File: src/rtl/cpu_pkg.sv
// ----------------------------------------------------------------------------
// cpu_pkg
//   Shared CPU-wide constants and types.
//   Register-file geometry is defined here so the register file and the
//   debug dump sequencer (regs_dump) always agree on data width, address
//   width and register count.
// ----------------------------------------------------------------------------
package cpu_pkg;

    // Register data width (immediate width equals the architectural word).
    localparam int unsigned IMM_WIDTH      = 32;

    // Register index width and derived register count.
    localparam int unsigned REG_ADDR_WIDTH = 3;
    localparam int unsigned NUM_REGS       = 2 ** REG_ADDR_WIDTH;

    // Debug register-dump sequencer states.
    typedef enum logic [1:0] {
        DUMP_IDLE  = 2'd0,
        DUMP_FETCH = 2'd1,
        DUMP_SEND  = 2'd2
    } dump_state_t;

endpackage : cpu_pkg

File: src/rtl/regs_dump.sv
// ----------------------------------------------------------------------------
// regs_dump
//   Debug read-out sequencer on the register file's read side. A start pulse
//   walks every register address on one read port, captures the
//   combinational read result and streams {address, data} out over a
//   valid/ready handshake. The register file is never written; each word is
//   whatever the register held in the cycle it was fetched.
//
// Ports
//   clk        in   system clock, rising edge
//   reset      in   asynchronous, active-high reset
//   start      in   one-cycle dump request, honoured only when idle
//   abort      in   abandon the dump in progress (wins over start/handshake)
//   raddr      out  register-file read address
//   rdata      in   combinational read data for raddr
//   out_valid  out  out_data/out_addr/out_last hold a word
//   out_ready  in   consumer accepts the word
//   out_data   out  captured register value
//   out_addr   out  register index of out_data
//   out_last   out  current word is the highest register
//   busy       out  sequencer is not idle
//   done       out  one-cycle pulse after the last word is accepted
// ----------------------------------------------------------------------------
module regs_dump
    import cpu_pkg::*;
#(
    parameter int unsigned DATA_WIDTH = IMM_WIDTH,
    parameter int unsigned ADDR_WIDTH = REG_ADDR_WIDTH,
    parameter bit          SKIP_R0    = 1'b1
) (
    input  logic                  clk,
    input  logic                  reset,
    input  logic                  start,
    input  logic                  abort,
    output logic [ADDR_WIDTH-1:0] raddr,
    input  logic [DATA_WIDTH-1:0] rdata,
    output logic                  out_valid,
    input  logic                  out_ready,
    output logic [DATA_WIDTH-1:0] out_data,
    output logic [ADDR_WIDTH-1:0] out_addr,
    output logic                  out_last,
    output logic                  busy,
    output logic                  done
);

    // R0 is hard-wired to zero, so it is normally not worth dumping.
    localparam logic [ADDR_WIDTH-1:0] FIRST_ADDR = SKIP_R0 ? ADDR_WIDTH'(1) : '0;
    localparam logic [ADDR_WIDTH-1:0] LAST_ADDR  = '1;

    dump_state_t           state_q;
    logic [ADDR_WIDTH-1:0] ptr_q;
    logic [ADDR_WIDTH-1:0] raddr_q;
    logic                  out_valid_q;
    logic [DATA_WIDTH-1:0] out_data_q;
    logic [ADDR_WIDTH-1:0] out_addr_q;
    logic                  out_last_q;
    logic                  busy_q;
    logic                  done_q;

    // Sequencer: state, pointer and registered output bank.
    // raddr_q mirrors ptr_q whenever a dump is active and is 0 when idle.
    always_ff @(posedge clk or posedge reset) begin
        if (reset) begin
            state_q     <= DUMP_IDLE;
            ptr_q       <= '0;
            raddr_q     <= '0;
            out_valid_q <= 1'b0;
            out_data_q  <= '0;
            out_addr_q  <= '0;
            out_last_q  <= 1'b0;
            busy_q      <= 1'b0;
            done_q      <= 1'b0;
        end else begin
            done_q <= 1'b0;
            unique case (state_q)
                DUMP_IDLE: begin
                    raddr_q <= '0;
                    // abort in the same cycle cancels the request
                    if (start && !abort) begin
                        state_q <= DUMP_FETCH;
                        ptr_q   <= FIRST_ADDR;
                        raddr_q <= FIRST_ADDR;
                        busy_q  <= 1'b1;
                    end
                end

                DUMP_FETCH: begin
                    if (abort) begin
                        state_q     <= DUMP_IDLE;
                        raddr_q     <= '0;
                        out_valid_q <= 1'b0;
                        busy_q      <= 1'b0;
                    end else begin
                        out_data_q  <= rdata;
                        out_addr_q  <= ptr_q;
                        out_last_q  <= (ptr_q == LAST_ADDR);
                        out_valid_q <= 1'b1;
                        state_q     <= DUMP_SEND;
                    end
                end

                DUMP_SEND: begin
                    // abort beats a simultaneous handshake: word not transferred
                    if (abort) begin
                        state_q     <= DUMP_IDLE;
                        raddr_q     <= '0;
                        out_valid_q <= 1'b0;
                        busy_q      <= 1'b0;
                    end else if (out_valid_q && out_ready) begin
                        out_valid_q <= 1'b0;
                        if (out_last_q) begin
                            state_q <= DUMP_IDLE;
                            raddr_q <= '0;
                            busy_q  <= 1'b0;
                            done_q  <= 1'b1;
                        end else begin
                            // out_last_q guards the increment, so ptr never wraps
                            ptr_q   <= ptr_q + ADDR_WIDTH'(1);
                            raddr_q <= ptr_q + ADDR_WIDTH'(1);
                            state_q <= DUMP_FETCH;
                        end
                    end
                end

                default: begin
                    state_q     <= DUMP_IDLE;
                    raddr_q     <= '0;
                    out_valid_q <= 1'b0;
                    busy_q      <= 1'b0;
                end
            endcase
        end
    end

    assign raddr     = raddr_q;
    assign out_valid = out_valid_q;
    assign out_data  = out_data_q;
    assign out_addr  = out_addr_q;
    assign out_last  = out_last_q;
    assign busy      = busy_q;
    assign done      = done_q;

endmodule : regs_dump

File: config.mk
export PLATFORM = sky130hd
export DESIGN_NAME = regs_dump
export DESIGN_NICKNAME = d
export VERILOG_FILES = /design/src/rtl/cpu_pkg.sv /design/src/rtl/regs_dump.sv
export SDC_FILE = /design/constraint.sdc
export NUM_CORES = 1
export LEC_CHECK = 0
export ABC_CLOCK_PERIOD_IN_PS = 2000
export BUFFER_PORTS_ARGS = -buffer_cell sky130_fd_sc_hd__buf_2
export CORE_MARGIN = 2
export CORE_UTILIZATION = 40
export DETAILED_ROUTE_END_ITERATION = 12
export GPL_ROUTABILITY_DRIVEN = 0
export PLACE_DENSITY = 0.68
export SLEW_MARGIN = 30
export SYNTH_ARGS = -nofsm -noshare
export SYNTH_HDL_FRONTEND = slang
export SYNTH_SLANG_ARGS = --single-unit
File: constraint.sdc
create_clock -name clk -period 2 [get_ports clk]
set_input_delay 0.1 -clock clk [delete_from_list [all_inputs] [get_ports clk]]
set_output_delay 0.1 -clock clk [all_outputs]
set_load 0.01 [all_outputs]
==> reports/metrics.yaml <==
status:
  status: "complete, no violations"
worst_setup_path:
  cpMaxStageDelayCell: "dfrtp_1"
  critPathMaxStageDelay_ns: 0.58
  cp_max_fo: 19
  critical_path_class: "reg -> reg"
  required_ns: 2.17
  end_kind: "register"
  crit_arrival_ns: 1.77
  crit_chain: "nand2b_4, nor2_8, buf_4, mux2_2"
  critical_path.startpoint_type: "register"
power:
  p_int_mw: 1.95
  leakage_nw: 1.30
  cellPowerDensity_mw_per_mm2: 1080
  ir_worst_vdd_v: 0.000378
  sw_frac_of_total_pct: 28.8
  pwr-share-comb_pct: 31.7
  power.switching_mw: 0.789
  seq_power_share_pct: 49.1
  clockPowerShare_pct: 19.3
routing:
  drt_iter0_markers: 29
  via_count: 1254
  wl_per_cell_um: 13.4
  ant_nets: 0
  wirelength_um: 3680
  drt_pass1_iterations: 4
  viasPerCell: 4.58
  drc: 0
timing:
  grt_setup_unrepaired: "false"
  hold_viol_final: 0
  min_period_ns: 1.60
  slew_headroom_pct: 67.4
  setup_slack_ns: 0.405
  max_freq_mhz: 627
  worst_pin_slew_ns: 0.485
  skew_ns: 0.00890
  setup_viol: 0
  fin_crit_sh_pct: 79.8
  fin_tns_setup_ns: 0
  drv_slew: 0
yosys:
  synth_seq_cells: 47
  synth_area_per_cell_um2: 16.5
  yosysWarnings: 0
  synthDistinctLibCells: 26
  synth_area_mm2: 0.00198
  syn_nets: 159
  ys_seq_area_share_pct: 59.3
  netlist_instances: 120
die:
  core_mm2: 0.00475
  fp.dieW_um: 74.4
  ioPinCount: 79
  initial_utilization_pct: 41.7
  placementRows: 25
  dieArea_mm2: 0.00554
  die_h_um: 74.4
grt:
  grt-ovfl-total: 0
  track_usage_pct: 13.3
  grt_max_degree: 24
  grt_pass1_wl_um: 5610
  antenna_found_initial: 0
  grt_pass1_vias: 1153
layout:
  area_delta_synth_final_pct: 27.9
  drive_above_1_share_pct: 62.8
  antenna_cells: 0
  final.fill_count: 415
  nets: 245
cts:
  clock-sinks: 47
  worstSkewPairLatency_ns: 0.28
  cts_max_level: 2
  cts_buffers: 5
  clkTransAtPathRegs_ns: 0.08
  cts_tree: "built"
  cts_max_path_buffers: 2
  cts_root_buf: "clkbuf_8"
place:
  hpwl_um: 2730
  portBuffers: 78
  pre_cts_ws_ns: 0.425
flow_run:
  drv_cap: 0
min_path:
  min_path_type: "in -> reg"
[final timing paths]
kind                               from      endpoint  slack, ns  cells past startpoint
max                          state_q[0]   out_data[2]       0.40                      4
min in group asynchronous         reset          done       0.37                      3
min reg2reg                out_data[31]  out_data[31]       0.50                      1
max reg2reg                  state_q[0]   out_data[2]       0.40                      4
min                            rdata[0]   out_data[0]       0.04                      2
max in group asynchronous         reset   out_data[4]       1.06                      4
[per-layer routing]
metal  global-route usage, %  wire [um]
met4                    4.76         34
met1                    19.5       1760
met3                    3.39        226
met5                       0          0
met2                    19.1       1660
[final cells by class]
class / count / area, um2 / share of cell area (%)
clock buffer: 7 / 76.3 / 3.01
clock inverter: 1 / 5.00 / 0.197
timing repair buffer: 83 / 430 / 17.0
multi-input combinational: 63 / 743 / 29.3
inverter: 6 / 22.5 / 0.888
tap: 67 / 83.8 / 3.30
sequential: 47 / 1180 / 46.4
[synth_stat cells]
| cell type | number | share of area [%] |
|---|---|---|
| a21oi_1 | 3 | 0.76 |
| mux2_4 | 28 | 21 |
| a31oi_1 | 1 | 0.32 |
| buf_6 | 3 | 1.7 |
| nor4_4 | 1 | 1.1 |
| a22o_1 | 4 | 1.8 |
| mux2_2 | 7 | 4.0 |
| o2bb2ai_1 | 1 | 0.44 |
| nand2_1 | 2 | 0.38 |
| nand2b_1 | 1 | 0.32 |
| dfrtp_1 | 47 | 59 |
| nor2_2 | 1 | 0.32 |
| nor4_1 | 1 | 0.32 |
| inv_1 | 6 | 1.1 |
| nand3b_1 | 1 | 0.38 |
| nand2b_4 | 1 | 0.69 |
| o21ai_0 | 2 | 0.50 |
| mux2i_1 | 1 | 0.50 |
| nand3_2 | 1 | 0.50 |
| nor2_8 | 1 | 1.0 |
| nor3_2 | 1 | 0.50 |
| or4b_1 | 1 | 0.50 |
| ha_1 | 2 | 1.3 |
| a221o_1 | 1 | 0.50 |
| buf_4 | 1 | 0.38 |
| nor3_1 | 1 | 0.25 |
[critical path: cells and delay by family, from the launching register on]
| kind | cells | cell delay [ns] |
|---|---|---|
| buffers and inverters | 1 | 0.31 |
| DFF | 1 | 0.58 |
| muxes | 1 | 0.38 |
| and+or+nand+nor | 2 | 0.21 |
[metrics by stage]
stage	hold slack, ns	cell area (um2)	util (%)	power (mW)	cells
global placement	0.136	2450	51.4	2.22	265
CTS	0.0299	2540	53.4	2.78	274
finish	0.0379	2540	53.4	2.74	274
detailed placement	0.139	2450	51.4	2.23	265
global route	0.0256	2540	53.4	2.92	274
floorplan	0.173	1980	-	1.89	120
[cell families after synthesis]
| group | share of synthesized area [%] |
|---|---|
| compound gates | 4.29 |
| fa+ha+maj | 1.26 |
| buf+inv | 3.22 |
| flops | 59.3 |
| mux | 25.7 |
| simple gates | 6.25 |
[flip-flops by register name (all words and copies together) (netlist names), 2 cells and up]
name and count:
state_q 2, ptr_q 3, raddr 3, out_addr 3, out_data 32
[cell usage in the layout, fill, tap and decap left out, types with 2 or more instances in the layout]
cell	synthesis	final
a21oi_1	3	3
mux2_2	7	7
buf_4	1	4
clkbuf_1	0	2
o21ai_0	2	2
nand2_1	2	2
ha_1	2	2
dfrtp_1	47	47
a22o_1	4	4
buf_2	0	78
inv_1	6	5
mux2_4	28	28
clkbuf_8	0	5
[timing repair]
item,in CTS,in global routing
gates resized for setup,0,0
hold buffers,1,0
hold endpoints to repair,21,0
setup buffers,0,0
setup endpoints to repair,0,0
[power groups by stage]
| stage | Sequential, mW | Clock (mW) | Combinational (mW) |
|---|---|---|---|
| finish | 1.34 | 0.528 | 0.867 |
| CTS | 1.35 | 0.550 | 0.880 |
| global placement | 1.36 | 0 | 0.862 |
| global route | 1.38 | 0.590 | 0.941 |
| floorplan | 1.48 | 0 | 0.410 |
| detailed placement | 1.37 | 0 | 0.868 |
Note: power is estimated with default switching activity, not from simulation.
